## config.mk

```make
export PLATFORM = sky130hd
export DESIGN_NAME = cardinal_nic_arbiter
export DESIGN_NICKNAME = d
export VERILOG_FILES = /design/src/rtl/cardinal_nic_arbiter.sv
export SDC_FILE = /design/constraint.sdc
export NUM_CORES = 1
export LEC_CHECK = 0
export CAP_MARGIN = 30
export CORE_AREA = 2 2 130 132
export CTS_CLUSTER_DIAMETER = 80
export DETAILED_ROUTE_END_ITERATION = 7
export DIE_AREA = 0 0 132 134
export PLACE_DENSITY = 0.72
export SETUP_SLACK_MARGIN = 0.3
export SYNTH_ARGS = -nofsm -noshare
export SYNTH_HDL_FRONTEND = slang
export SYNTH_SLANG_ARGS = --single-unit
```

## constraint.sdc

```tcl
create_clock -name clk -period 1.25 [get_ports clk]
set_input_delay 0.25 -clock clk [delete_from_list [all_inputs] [get_ports clk]]
set_output_delay 0.25 -clock clk [all_outputs]
set_load 0.01 [all_outputs]
```

## src/rtl/cardinal_nic_arbiter.sv

```systemverilog
// Two-requester transmit / single-consumer receive arbiter for a gold_nic.
// Polls NIC status registers before every buffer access; TX/RX alternate by turn.
module cardinal_nic_arbiter #(
    parameter int DATA_WIDTH = 64
) (
    input  logic                  clk,
    input  logic                  reset,
    output logic [0:1]            nic_addr,
    output logic [0:DATA_WIDTH-1] nic_di,
    output logic                  nic_en,
    output logic                  nic_wren,
    input  logic [0:DATA_WIDTH-1] nic_do,
    input  logic                  req0_valid,
    input  logic [0:DATA_WIDTH-1] req0_data,
    output logic                  req0_ready,
    input  logic                  req1_valid,
    input  logic [0:DATA_WIDTH-1] req1_data,
    output logic                  req1_ready,
    output logic                  rx_valid,
    output logic [0:DATA_WIDTH-1] rx_data,
    input  logic                  rx_ready
);

    typedef enum logic [2:0] {
        IDLE,
        TX_POLL,
        TX_WAIT,
        TX_WRITE,
        RX_POLL,
        RX_WAIT,
        RX_READ,
        RX_RDWAIT
    } state_t;

    state_t                  state_q, state_d;
    logic                    rr_q, rr_d;
    logic                    turn_q, turn_d;
    logic                    grant_q, grant_d;
    logic                    rx_valid_q, rx_valid_d;
    logic [0:DATA_WIDTH-1]   rx_data_q, rx_data_d;

    logic status_full;
    logic tx_elig;
    logic rx_elig;

    // Status flag sits in the last bit of the big-endian word.
    assign status_full = nic_do[DATA_WIDTH-1];
    assign tx_elig     = req0_valid | req1_valid;
    assign rx_elig     = ~rx_valid_q;

    always_ff @(posedge clk) begin
        if (reset) begin
            state_q    <= IDLE;
            rr_q       <= 1'b0;
            turn_q     <= 1'b0;
            grant_q    <= 1'b0;
            rx_valid_q <= 1'b0;
            rx_data_q  <= '0;
        end else begin
            state_q    <= state_d;
            rr_q       <= rr_d;
            turn_q     <= turn_d;
            grant_q    <= grant_d;
            rx_valid_q <= rx_valid_d;
            rx_data_q  <= rx_data_d;
        end
    end

    always_comb begin
        state_d    = state_q;
        rr_d       = rr_q;
        turn_d     = turn_q;
        grant_d    = grant_q;
        rx_valid_d = rx_valid_q;
        rx_data_d  = rx_data_q;

        if (rx_valid_q && rx_ready) begin
            rx_valid_d = 1'b0;
        end

        unique case (state_q)
            IDLE: begin
                if (tx_elig && (!rx_elig || !turn_q)) begin
                    state_d = TX_POLL;
                    turn_d  = 1'b1;
                    grant_d = (req0_valid && req1_valid) ? rr_q : req1_valid;
                end else if (rx_elig) begin
                    state_d = RX_POLL;
                    turn_d  = 1'b0;
                end
            end
            TX_POLL:   state_d = TX_WAIT;
            TX_WAIT:   state_d = status_full ? IDLE : TX_WRITE;
            TX_WRITE: begin
                state_d = IDLE;
                rr_d    = ~grant_q;
            end
            RX_POLL:   state_d = RX_WAIT;
            RX_WAIT:   state_d = status_full ? RX_READ : IDLE;
            RX_READ:   state_d = RX_RDWAIT;
            RX_RDWAIT: begin
                state_d    = IDLE;
                rx_valid_d = 1'b1;
                rx_data_d  = nic_do;
            end
            default:   state_d = IDLE;
        endcase
    end

    always_comb begin
        nic_en     = 1'b0;
        nic_wren   = 1'b0;
        nic_addr   = 2'b00;
        nic_di     = '0;
        req0_ready = 1'b0;
        req1_ready = 1'b0;

        unique case (state_q)
            TX_POLL: begin
                nic_en   = 1'b1;
                nic_addr = 2'b11;
            end
            TX_WRITE: begin
                nic_en     = 1'b1;
                nic_wren   = 1'b1;
                nic_addr   = 2'b10;
                nic_di     = grant_q ? req1_data : req0_data;
                req0_ready = ~grant_q;
                req1_ready = grant_q;
            end
            RX_POLL: begin
                nic_en   = 1'b1;
                nic_addr = 2'b01;
            end
            RX_READ: begin
                nic_en   = 1'b1;
                nic_addr = 2'b00;
            end
            default: begin
                nic_en = 1'b0;
            end
        endcase
    end

    assign rx_valid = rx_valid_q;
    assign rx_data  = rx_data_q;

endmodule

```

==> flow_metrics.env, run 1 <==
export IMPL_outcome="finished with violations"
export IMPL_violations="setup timing"
export IMPL_io_pins=332
export IMPL_ant_nets=0
export IMPL_dieArea_mm2=0.0177
export IMPL_clock_sinks=71
export IMPL_synth_adder_area_share=0
export IMPL_area_growth_pct=176
export IMPL_clkTransAtPathRegs_ns=0.06
export IMPL_yosysTopAreaCellShare=0.365
export IMPL_overflow=0
export IMPL_hold_ws_ns=0.183
export IMPL_maxCapViolCount=0
export IMPL_placed_cell_area_mm2=0.00793
export IMPL_first_global_vias=5117
export IMPL_die_y_um=134
export IMPL_fin_area_mm2=0.0107
export IMPL_arrival_ns=1.67
export IMPL_ys_flop_type="dfxtp_1"
export IMPL_cp_start_kind="flip-flop"
export IMPL_setup_slack_ns=-0.671
export IMPL_root_buffer="clkbuf_16"
export IMPL_path_class="flip-flop to output pin"
export IMPL_wl_mm=21.6
export IMPL_wl_per_cell_um=18.9
export IMPL_dr_pass1_iters=4
export IMPL_gp_congestion=0.825
export IMPL_synthSimpleGateAreaFrac=0.227
export IMPL_tightestPinTransition_ns=0.222
export IMPL_p_leak_nw=4.38
export IMPL_drt_iter0_markers=112
export IMPL_initial_core_util=0.239
export IMPL_max_vdd_ir_drop_v=0.000776
export IMPL_syn_area_mm2=0.00389
export IMPL_synth_cell_type_count=28
export IMPL_rsz0062_at_grt="yes"
export IMPL_hpwl_mm=12.7
export IMPL_vias=5186
export IMPL_yosysTopAreaCell="dfxtp_1"
export IMPL_critical_path_required_ns=1.00
export IMPL_synth_mux_area_frac=0.170
export IMPL_insertion_delay_ns=0.33
export IMPL_core_area_mm2=0.0163
export IMPL_max_freq_mhz=521
export IMPL_powerDensity_mw_per_mm2=895
export IMPL_ys_seq_area_frac=0.365
export IMPL_antenna_found_initial=3
export IMPL_grt_use_total=0.214
export IMPL_finClkSkew_ns=0.00521
export IMPL_async_flop_share=0
export IMPL_cts_tree="yes"
export IMPL_ys_top_cells_by_area="dfxtp_1 37%, mux2i_1 17%, nand2_1 9.5%"
export IMPL_synth_top_family_by_area="simple AND/OR/NAND/NOR gates"
export IMPL_rows=47
export IMPL_syn_num_nets=665
export IMPL_endpoint_kind="output pin"
export IMPL_cts_buffer_depth=2
export IMPL_hold_viol=0
export IMPL_layout_min_cycle_time_ns=1.92
export IMPL_synth_xor_area_share=0.00225
export IMPL_vias_per_cell=4.53
export IMPL_grt_pass1_wl_mm=29.5
export IMPL_drc_errors=0
export IMPL_layout_common_cells="195 x clkdlybuf4s50_1, 137 x buf_6, 59 x dfxtp_2"
export IMPL_netlist_instances=468
export IMPL_htree_num_levels=3
export IMPL_dieWidth_um=132
export IMPL_fin_nets=1115
export IMPL_numPortBuffers=331
export IMPL_cp_max_fo=7
export IMPL_mostFrequentLayoutCell="clkdlybuf4s50_1"
export IMPL_cts_buffers=9
export IMPL_final_max_slew_viol_count=0
export IMPL_grt_max_degree=38
export IMPL_synth_warnings=0
export IMPL_max_slew_margin=0.849
export IMPL_finalPower_mw=9.61
export IMPL_synth_edf_count=0
export IMPL_hold_class="input port to flip-flop"
export IMPL_finalCritPeriodShare=1.54
export IMPL_synth_seq_cells=71
export IMPL_ctsHoldBuffers=0
export IMPL_avgSynthCellArea_um2=8.31
export IMPL_drive_above_1_share=0.673
export IMPL_setup_viol=141
export IMPL_synth_compound_area_frac=0.146
[power breakdown]
| part | internal [mW] | switching, mW |
|---|---|---|
| logic | 2.64 | 1.68 |
| registers | 2.36 | 0.0951 |
| clock network | 1.85 | 0.987 |
[final cells by class]
type	instances	area [µm²]
Timing Repair Buffer	479	5300
Sequential cell	71	1530
Tap cell	220	275
Multi-Input combinational cell	349	3250
Fill cell	1206	5550
Antenna cell	3	7.51
Inverter	8	37.5
Clock inverter	5	78.8
Clock buffer	11	253
[cell families after synthesis]
| group | Yosys count |
|---|---|
| DFF | 71 |
| buffers and inverters | 48 |
| xor gates and xnor gates | 1 |
| muxes | 66 |
| and+or+nand+nor | 205 |
| AOI/OAI and AO/OA | 77 |
[per-layer routing]
| metal | GRT usage | part of all wire | up-vias |
|---|---|---|---|
| met3 | 0.0616 | 0.060 | 45 |
| met1 | 0.229 | 0.37 | 2461 |
| met2 | 0.401 | 0.54 | 227 |
| li1 | - | - | 2453 |
| met4 | 0.0731 | 0.033 | 0 |
| met5 | 0 | 0 | - |
[Yosys cell counts (4+ instances only)]
cell type	instances
a21oi_1	27
a21oi_2	41
buf_12	4
buf_2	15
buf_4	8
buf_6	4
clkbuf_1	7
dfxtp_1	71
inv_1	8
mux2i_1	66
nand2_1	99
nand2_2	30
nor2_1	68
[worst paths after layout]
path / from / to / slack (ns) / cells after the start
worst max register to register: state_q[1] / rx_data[29] / -0.23 / 8
worst max-delay path: grant_q / nic_di[56] / -0.67 / 7
worst min-delay path: reset / rx_data[51] / 0.18 / 2
worst min register to register: rx_data[11] / rx_data[11] / 0.45 / 2
[registers in the layout, indices dropped and copies added (netlist names)]
register	count
rx_data	64
grant_q	1
rx_valid	1
state_q	3
turn_q	1
rr_q	1
[worst max-delay path, cell delays in order (launching register included)]
cell	delay, ns
dfxtp_4	0.37
buf_12	0.14
buf_12	0.13
buf_6	0.11
buf_6	0.12
mux2i_4	0.19
nor2_2	0.13
buf_2	0.15
[stage by stage]
| step | worst slack (ns) | util | setup TNS (ns) | instances |
|---|---|---|---|---|
| CTS | -0.646 | 0.586 | -38.28 | 1091 |
| finish | -0.671 | 0.659 | -44.36 | 1146 |
| detailed placement | -0.570 | 0.487 | -36.17 | 1013 |
| global route | -0.712 | 0.659 | -51.31 | 1145 |
| floorplan | -0.0236 | - | -0.404 | 468 |
| global placement | -0.547 | 0.487 | -34.83 | 1013 |
[timing repair]
item	in CTS	in global routing
gates cloned	16	7
resized for setup	832	173
setup buffers	46	45
setup endpoints to repair	206	206
pin swaps	51	38
Power figures use the tool's default switching activity.
==> run 2, diff against run 1 <==
--- a/config.mk
+++ b/config.mk
@@ -5,11 +5,12 @@
 export SDC_FILE = /design/constraint.sdc
 export NUM_CORES = 1
 export LEC_CHECK = 0
+export ABC_AREA = 1
 export CAP_MARGIN = 30
-export CORE_AREA = 2 2 130 132
+export CORE_AREA = 2 2 128 130
 export CTS_CLUSTER_DIAMETER = 80
 export DETAILED_ROUTE_END_ITERATION = 7
-export DIE_AREA = 0 0 132 134
+export DIE_AREA = 0 0 130 132
 export PLACE_DENSITY = 0.72
 export SETUP_SLACK_MARGIN = 0.3
 export SYNTH_ARGS = -nofsm -noshare
==> flow_metrics.env, run 2 <==
export IMPL_outcome="finished with violations"
export IMPL_violations="setup timing"
export IMPL_placed_cell_area_mm2=0.00751
export IMPL_wl_mm=23.7
export IMPL_first_global_vias=5564
export IMPL_fin_nets=1254
export IMPL_core_area_mm2=0.0157
export IMPL_layout_common_cells="196 x clkdlybuf4s50_1, 164 x inv_1, 153 x buf_6"
export IMPL_drive_above_1_share=0.563
export IMPL_synthTopCellsByCount="170 x inv_1, 132 x a21oi_1, 77 x nor2_1"
export IMPL_grt_use_total=0.231
export IMPL_rows=46
export IMPL_overflow=0
export IMPL_cts_buffers=9
export IMPL_setup_viol=140
export IMPL_yosysTopAreaCell="dfxtp_1"
export IMPL_maxCapViolCount=0
export IMPL_gp_congestion=0.810
export IMPL_dr_pass1_iters=5
export IMPL_dieWidth_um=130
export IMPL_ctsHoldBuffers=0
export IMPL_clock_sinks=71
export IMPL_htree_num_levels=3
export IMPL_reg2reg_setup_slack_ns=-0.68
export IMPL_arrival_ns=1.85
export IMPL_fin_util=0.686
export IMPL_placed_cells=1153
export IMPL_async_flop_share=0
export IMPL_yosysTopAreaCellShare=0.379
export IMPL_initial_core_util=0.239
export IMPL_largest_reg_flops=64
export IMPL_antenna_found_initial=3
export IMPL_numPortBuffers=331
export IMPL_critical_path_required_ns=1.00
export IMPL_cp_slowest_cell="dfxtp_4"
export IMPL_ant_nets=0
export IMPL_drc_errors=0
export IMPL_grt_pass1_wl_mm=30.4
export IMPL_drt_iter0_markers=182
export IMPL_multi_input_area_mm2=0.00263
export IMPL_max_slew_margin=0.717
export IMPL_fin_area_mm2=0.0108
export IMPL_area_growth_pct=188
export IMPL_powerDensity_mw_per_mm2=872
export IMPL_cts_tree="yes"
export IMPL_vias_per_cell=4.55
export IMPL_wl_per_cell_um=18.5
export IMPL_clkTransAtPathRegs_ns=0.06
export IMPL_final_seq_area_mm2=0.00153
export IMPL_hold_class="flip-flop to flip-flop"
export IMPL_r2r_cells=13
export IMPL_tightestPinTransition_ns=0.424
export IMPL_layout_min_cycle_time_ns=2.10
export IMPL_vias=5829
export IMPL_ys_flop_type="dfxtp_1"
export IMPL_tns_ns=-86.98
export IMPL_p_leak_nw=5.02
export IMPL_grt_max_degree=36
export IMPL_cp_max_fo=7
export IMPL_path_class="flip-flop to output pin"
export IMPL_synth_edf_count=0
export IMPL_die_y_um=132
export IMPL_mostFrequentLayoutCell="clkdlybuf4s50_1"
export IMPL_nFillCells=1097
export IMPL_synth_seq_cells=71
export IMPL_syn_area_mm2=0.00375
export IMPL_finClkSkew_ns=0.0100
export IMPL_finalCritPeriodShare=1.68
export IMPL_io_pins=332
export IMPL_crit_path_max_incr_delay_ns=0.38
export IMPL_syn_num_nets=807
export IMPL_cts_buffer_depth=2
export IMPL_hold_viol=0
export IMPL_insertion_delay_ns=0.34
export IMPL_hpwl_mm=12.4
export IMPL_max_vdd_ir_drop_v=0.000889
export IMPL_dieArea_mm2=0.0172
export IMPL_max_freq_mhz=475
export IMPL_rsz0062_at_grt="yes"
export IMPL_stdcell_count=1281
export IMPL_root_buffer="clkbuf_16"
export IMPL_setup_slack_ns=-0.854
export IMPL_avgSynthCellArea_um2=6.15
export IMPL_netlist_instances=610
export IMPL_pre_cts_ws_ns=-0.675
export IMPL_cp_start_kind="flip-flop"
export IMPL_synth_warnings=0
export IMPL_ys_seq_area_frac=0.379
export IMPL_synth_cell_type_count=17
export IMPL_final_max_slew_viol_count=0
export IMPL_min_path_cells=2
export IMPL_synth_most_common_cell="inv_1"
export IMPL_path_cells="nand2_4 > nor2_4 > nand2_4 > buf_12 > buf_4 > buf_12 > nor2_2 > a21oi_4 > inv_1 > buf_2"
export IMPL_endpoint_kind="output pin"
export IMPL_ys_top_cells_by_area="dfxtp_1 38%, a21oi_1 18%, inv_1 17%"
run 2: cell count changes after synthesis, sizes merged, moves of 12 or more:
cell and change:
o21ai +38, inv +163, buf -12, nand2 -55, mux2i -66, a21oi +64
run 2: metrics by stage:
step                power (mW)  hold WS, ns
finish                    9.40        0.448
global route              9.80        0.459
CTS                       8.74        0.445
detailed placement        5.15        0.433
global placement          5.13        0.429
floorplan                 3.58        0.393
run 2: final timing paths:
path	from	to
worst max-delay path	state_q[0]	nic_di[30]
worst min-delay path	rx_data[50]	rx_data[50]
worst max register to register	state_q[0]	rx_data[20]
worst min register to register	rx_data[50]	rx_data[50]
run 2: worst max-delay path: cells and delay by family (launching register included):
family          cells  cell delay, ns
buf+inv             5            0.59
simple gates        4            0.48
flops               1            0.38
compound gates      1            0.05
run 2: metal layers:
metal | track usage | wire length [µm] | vias to the layer above
met5 | 0 | 0 | -
met4 | 0.0974 | 904 | 0
met3 | 0.0775 | 1990 | 53
met2 | 0.421 | 12600 | 269
met1 | 0.237 | 8200 | 2776
li1 | - | - | 2731
run 2: power by group:
group / switching, mW / leakage, nW / internal (mW)
sequential: 0.152 / 0.610 / 2.42
combinational: 1.86 / 4.26 / 2.37
clock: 1.05 / 0.146 / 1.55
total: 3.06 / 5.02 / 6.34
run 2: cell type report:
type | count | area share
Timing Repair Buffer | 472 | 0.500
Clock inverter | 7 | 0.00650
Antenna cell | 3 | 0.000696
Clock buffer | 9 | 0.0209
Multi-Input combinational cell | 332 | 0.244
Inverter | 171 | 0.0605
Sequential cell | 71 | 0.142
Tap cell | 216 | 0.0251
run 2: timing repair:
action / in CTS / in global routing
pin swaps: 40 / 72
endpoints found under the setup margin: 206 / 206
gates resized for setup: 924 / 226
setup buffers: 48 / 34
gates cloned: 24 / 3
run 2: kinds of logic after synthesis:
logic type | count (synthesis) | share of synthesized area
buffers and inverters | 207 | 0.226
AO/OA/AOI/OAI | 171 | 0.229
AND/OR/NAND/NOR | 161 | 0.166
flip-flops | 71 | 0.379
==> edit 1, RTL diff (flow settings as in run 1) <==
The parameter `DATA_WIDTH` goes from 64 to 32.
--- a/src/rtl/cardinal_nic_arbiter.sv
+++ b/src/rtl/cardinal_nic_arbiter.sv
@@ -1,7 +1,7 @@
 // Two-requester transmit / single-consumer receive arbiter for a gold_nic.
 // Polls NIC status registers before every buffer access; TX/RX alternate by turn.
 module cardinal_nic_arbiter #(
-    parameter int DATA_WIDTH = 64
+    parameter int DATA_WIDTH = 32
 ) (
     input  logic                  clk,
     input  logic                  reset,
Ports: changed (5 resized); port bits go from 332 to 172. No check against the original RTL was run, so the function may have changed too.
==> edit 1 against run 1 <==
- register-to-register slack gained 0.04 ns
- count of clock-buffer cells in the layout shrank 6
- largest cell class unchanged
- clock power is 55% lower
- wire length down 57%
- critical endpoint is now nic_di[20]
- worst setup slack improved by 0.32 ns
- design area fell by 50%
- power down 48%
- sequential cell count down 32
- synthesized area fell by 47%
- sequential share of layout area is 1.3 points higher
- utilization is 33 points lower
- the flow still finishes with violations (setup timing)
==> edit 1: results <==
metrics = {
    "run_status": {
        "status": "complete, but fails checks",
        "violations": "setup timing",
    },
    "route": {
        "drt_iter0_markers": 45,
        "dr.pass1.iters": 2,
        "vias": 2636,
        "routed_wl_mm": 9.35,
    },
    "setup_path": {
        "cp-startpoint": "grant_q",
        "r2r_end": "rx_data[25]",
        "rrSetupSlack_ns": -0.19,
        "reg2regPathDepth": 8,
        "worstSetupEndpoint": "nic_di[20]",
        "critPathMaxFanout": 4,
        "cp.arrival_ns": 1.35,
        "rr_startpoint": "state_q[0]",
    },
    "placement": {
        "placed_area_um2": 4240,
        "dp_hpwl_mm": 6.01,
        "preCtsSetupSlack_ns": -0.475,
        "io_buffers": 171,
        "gp_congestion": 0.664,
    },
    "layout": {
        "largest_reg_flops": 32,
        "num-nets-final": 577,
        "drive_gt1_frac": 0.633,
        "nFillCells": 1654,
    },
    "clock_tree": {
        "cts_resized": 438,
        "cts_setup_buffers": 14,
        "clkTransAtPathRegs_ns": 0.06,
        "insertion_delay_ns": 0.28,
        "htree_levels": 2,
        "cts_inserted_buffers": 5,
    },
    "yosys": {
        "synth_common_cells": "nand2_1, dfxtp_1, nor2_1",
        "syn_nets": 358,
        "ys_seq_area_frac": 0.376,
        "yosys-top-cells-area": "dfxtp_1, mux2i_1, nand2_1",
        "synth_cell_types": 25,
    },
    "sta": {
        "clock_skew_ns": 0.00605,
        "worst_slack_ns": -0.354,
        "tightest_slew_ns": 0.281,
        "setup_viol": 72,
        "tns_ns": -15.99,
    },
    "power": {
        "cellPowerDensity_nw_per_um2": 936,
        "peakVddDrop_mv": 0.571,
        "leakage_nw": 2.20,
    },
    "global_routing": {
        "grtUsageTotal": 0.0949,
        "grt_pass1_vias": 2531,
        "grt_max_degree": 36,
        "grt_pass1_wl_mm": 13.6,
        "antenna_found_initial": 1,
    },
    "hold_path": {
        "hold_class": "primary input to flop",
    },
}
==> edit 1: cell families after synthesis <==
| kind of cell | share of synthesized area |
|---|---|
| xor+xnor | 0.00422 |
| flops | 0.376 |
| mux | 0.164 |
| simple gates | 0.214 |
| buf+inv | 0.0844 |
| compound gates | 0.157 |
==> edit 1: worst min-delay path by stage <==
stage / slack [ns] / startpoint / end
floorplan: 0.39 / nic_do[0] / rx_data[0]
global placement: 0.44 / rx_data[28] / rx_data[28]
detailed placement: 0.45 / rx_data[6] / rx_data[6]
CTS: 0.21 / reset / turn_q
global route: 0.21 / reset / turn_q
finish: 0.21 / reset / turn_q
==> edit 1: layer usage <==
layer / vias up / track usage / share of wire
met5: - / 0 / 0
met4: 0 / 0.0199 / 0.0053
met3: 5 / 0.0397 / 0.10
met2: 129 / 0.172 / 0.51
met1: 1215 / 0.104 / 0.38
li1: 1287 / - / -
==> edit 1: power by group <==
group          leakage (nW)  internal, mW  switching (mW)
combinational          1.80          1.42           0.931
clock                0.0658         0.736           0.535
sequential            0.335          1.33          0.0716
==> edit 1: stage by stage <==
stage                     power [mW]  instances
after global placement          2.96        651
after global routing            5.28        697
final                           5.02        698
after detailed placement        2.97        651
after floorplan                 2.16        257
after CTS                       4.64        679
==> edit 1: area by class of cell <==
| cell class | instances | area share |
|---|---|---|
| antenna | 1 | 0.000467 |
| clock buffer | 5 | 0.0233 |
| clock inverter | 3 | 0.00373 |
| inverter | 8 | 0.00700 |
| multi-input combinational | 189 | 0.307 |
| sequential | 39 | 0.156 |
| tap | 220 | 0.0513 |
| timing repair buffer | 233 | 0.451 |
==> edit 1: worst max-delay path, stage by stage, from the launching register on <==
cell	delay, ns
dfxtp_4	0.39
buf_12	0.12
buf_6	0.09
buf_6	0.09
mux2i_2	0.20
nor2_2	0.04
buf_2	0.14
==> edit 2, RTL diff (config.mk and constraints of run 1) <==
Without the edit above. Take the reset off `rx_data_q` and load it in a clocked block of its own.
--- a/src/rtl/cardinal_nic_arbiter.sv
+++ b/src/rtl/cardinal_nic_arbiter.sv
@@ -55,15 +55,17 @@
             turn_q     <= 1'b0;
             grant_q    <= 1'b0;
             rx_valid_q <= 1'b0;
-            rx_data_q  <= '0;
         end else begin
             state_q    <= state_d;
             rr_q       <= rr_d;
             turn_q     <= turn_d;
             grant_q    <= grant_d;
             rx_valid_q <= rx_valid_d;
-            rx_data_q  <= rx_data_d;
         end
+    end
+
+    always_ff @(posedge clk) begin
+        rx_data_q <= rx_data_d;
     end
 
     always_comb begin
Behaviour: differs if reset is asserted again (counterexample within 10 cycles, from zero or initial values and one cycle with reset high); with reset held inactive, the same outputs for 10 cycles.
==> edit 2 against run 1 <==
- the run still ends with setup timing left
- design area shrank 14%
- wire length shrank 26%
- worst hold slack gained 0.30 ns
- first-iteration DRC count shrank 8.0%
- combinational power grew 27%
- worst setup slack lost 0.022 ns
- sequential cell count is the same
- synthesized cell count shrank 45%
- final cell count shrank 19%
- utilization shrank 9.1 points
- power grew 11%
- synthesized area shrank 14%
- critical path type unchanged
- largest power group unchanged
==> edit 2: results <==
metrics = {
    "power": {
        "leakage_nw": 3.61,
    },
    "sta": {
        "tightest_slew_ns": 0.257,
        "worst_slack_ns": -0.693,
        "clock_skew_ns": 0.00394,
        "tns_ns": -64.08,
        "setup_viol": 141,
    },
    "yosys": {
        "synth_cell_types": 23,
        "yosys-top-cells-area": "edfxtp_1, mux2i_1, nor2_1",
        "avgSynthCellArea_um2": 12.9,
        "syn_nets": 458,
        "synth_common_cells": "nor2_1, mux2i_1, edfxtp_1",
        "synth_edf_count": 64,
        "ys_seq_area_frac": 0.619,
        "synth_flop_cell": "edfxtp_1",
        "synthArstFlopShare": 0,
    },
    "global_routing": {
        "grt_pass1_wl_mm": 22.5,
        "grt_max_degree": 13,
        "grtUsageTotal": 0.165,
        "antenna_found_initial": 2,
    },
    "placement": {
        "io_buffers": 331,
        "place_inst": 825,
        "gp_congestion": 0.812,
        "dp_hpwl_mm": 10.8,
    },
    "run_status": {
        "status": "complete, but fails checks",
        "violations": "setup timing",
    },
    "clock_tree": {
        "clk_path_buf_depth": 2,
    },
    "layout": {
        "drive_gt1_frac": 0.545,
        "num-nets-final": 902,
        "nFillCells": 1293,
    },
    "route": {
        "drt-vias-per-instance": 4.19,
        "wl_per_cell_um": 17.3,
        "drt_iter0_markers": 103,
        "routed_wl_mm": 16.1,
    },
    "setup_path": {
        "cp.arrival_ns": 1.69,
    },
}
edit 2: report_power, final:
group          internal, mW  switching (mW)  leakage [nW]
clock                  1.52           0.882         0.138
combinational          3.46            2.02          2.84
sequential             2.71          0.0684         0.635
edit 2: per-stage QoR:
stage           util  instance area [µm²]  setup WS (ns)
6_report       0.568                 9260         -0.693
5_1_grt        0.568                 9260         -0.749
4_1_cts        0.513                 8360         -0.689
3_5_place_dp   0.461                 7510         -0.497
3_3_place_gp   0.461                 7510         -0.491
2_1_floorplan      -                 3790         -0.177
edit 2: logic make-up after synthesis:
| logic type | after synthesis | synth area share |
|---|---|---|
| AO/OA/AOI/OAI | 14 | 0.0270 |
| flip-flops | 71 | 0.619 |
| adder cells (fa/ha/maj) | 2 | 0.00751 |
| XOR/XNOR | 1 | 0.00263 |
| buffers and inverters | 27 | 0.0492 |
| multiplexers | 65 | 0.195 |
| AND/OR/NAND/NOR | 79 | 0.0992 |
edit 2: worst max-delay path, stage by stage (launching register included):
cell     delay [ns]
dfxtp_4        0.35
buf_12         0.14
buf_8          0.12
buf_12         0.12
buf_16         0.12
buf_12         0.12
mux2i_4        0.18
nor2_2         0.10
buf_2          0.13
edit 2: repair_timing:
action,4_1_cts,5_1_grt
setup buffers,47,27
setup endpoints to repair,206,206
pin swaps,6,27
hold buffers,0,0
gates resized for setup,627,154
gates cloned,9,4
edit 2: area by class of cell:
cell class / count / area share
sequential: 71 / 0.224
clock inverter: 4 / 0.00527
clock buffer: 10 / 0.0247
inverter: 10 / 0.00514
antenna: 1 / 0.000270
timing repair buffer: 449 / 0.508
tap: 220 / 0.0297
multi-input combinational: 162 / 0.203
edit 2: final timing paths:
kind	from	to	slack [ns]	cells after the start
setup reg to reg	state_q[0]	rx_data[61]	-0.43	8
setup / recovery	grant_q	nic_di[61]	-0.69	8
hold reg to reg	turn_q	turn_q	0.53	2
hold / removal	nic_do[31]	rx_data[31]	0.48	1
edit 2: layer usage:
metal | GRT usage | vias to the layer above | wire [µm]
met5 | 0 | - | 0
met4 | 0.0580 | 0 | 414
met3 | 0.0522 | 24 | 1360
met2 | 0.310 | 216 | 8600
met1 | 0.173 | 1822 | 5690
li1 | - | 1823 | -
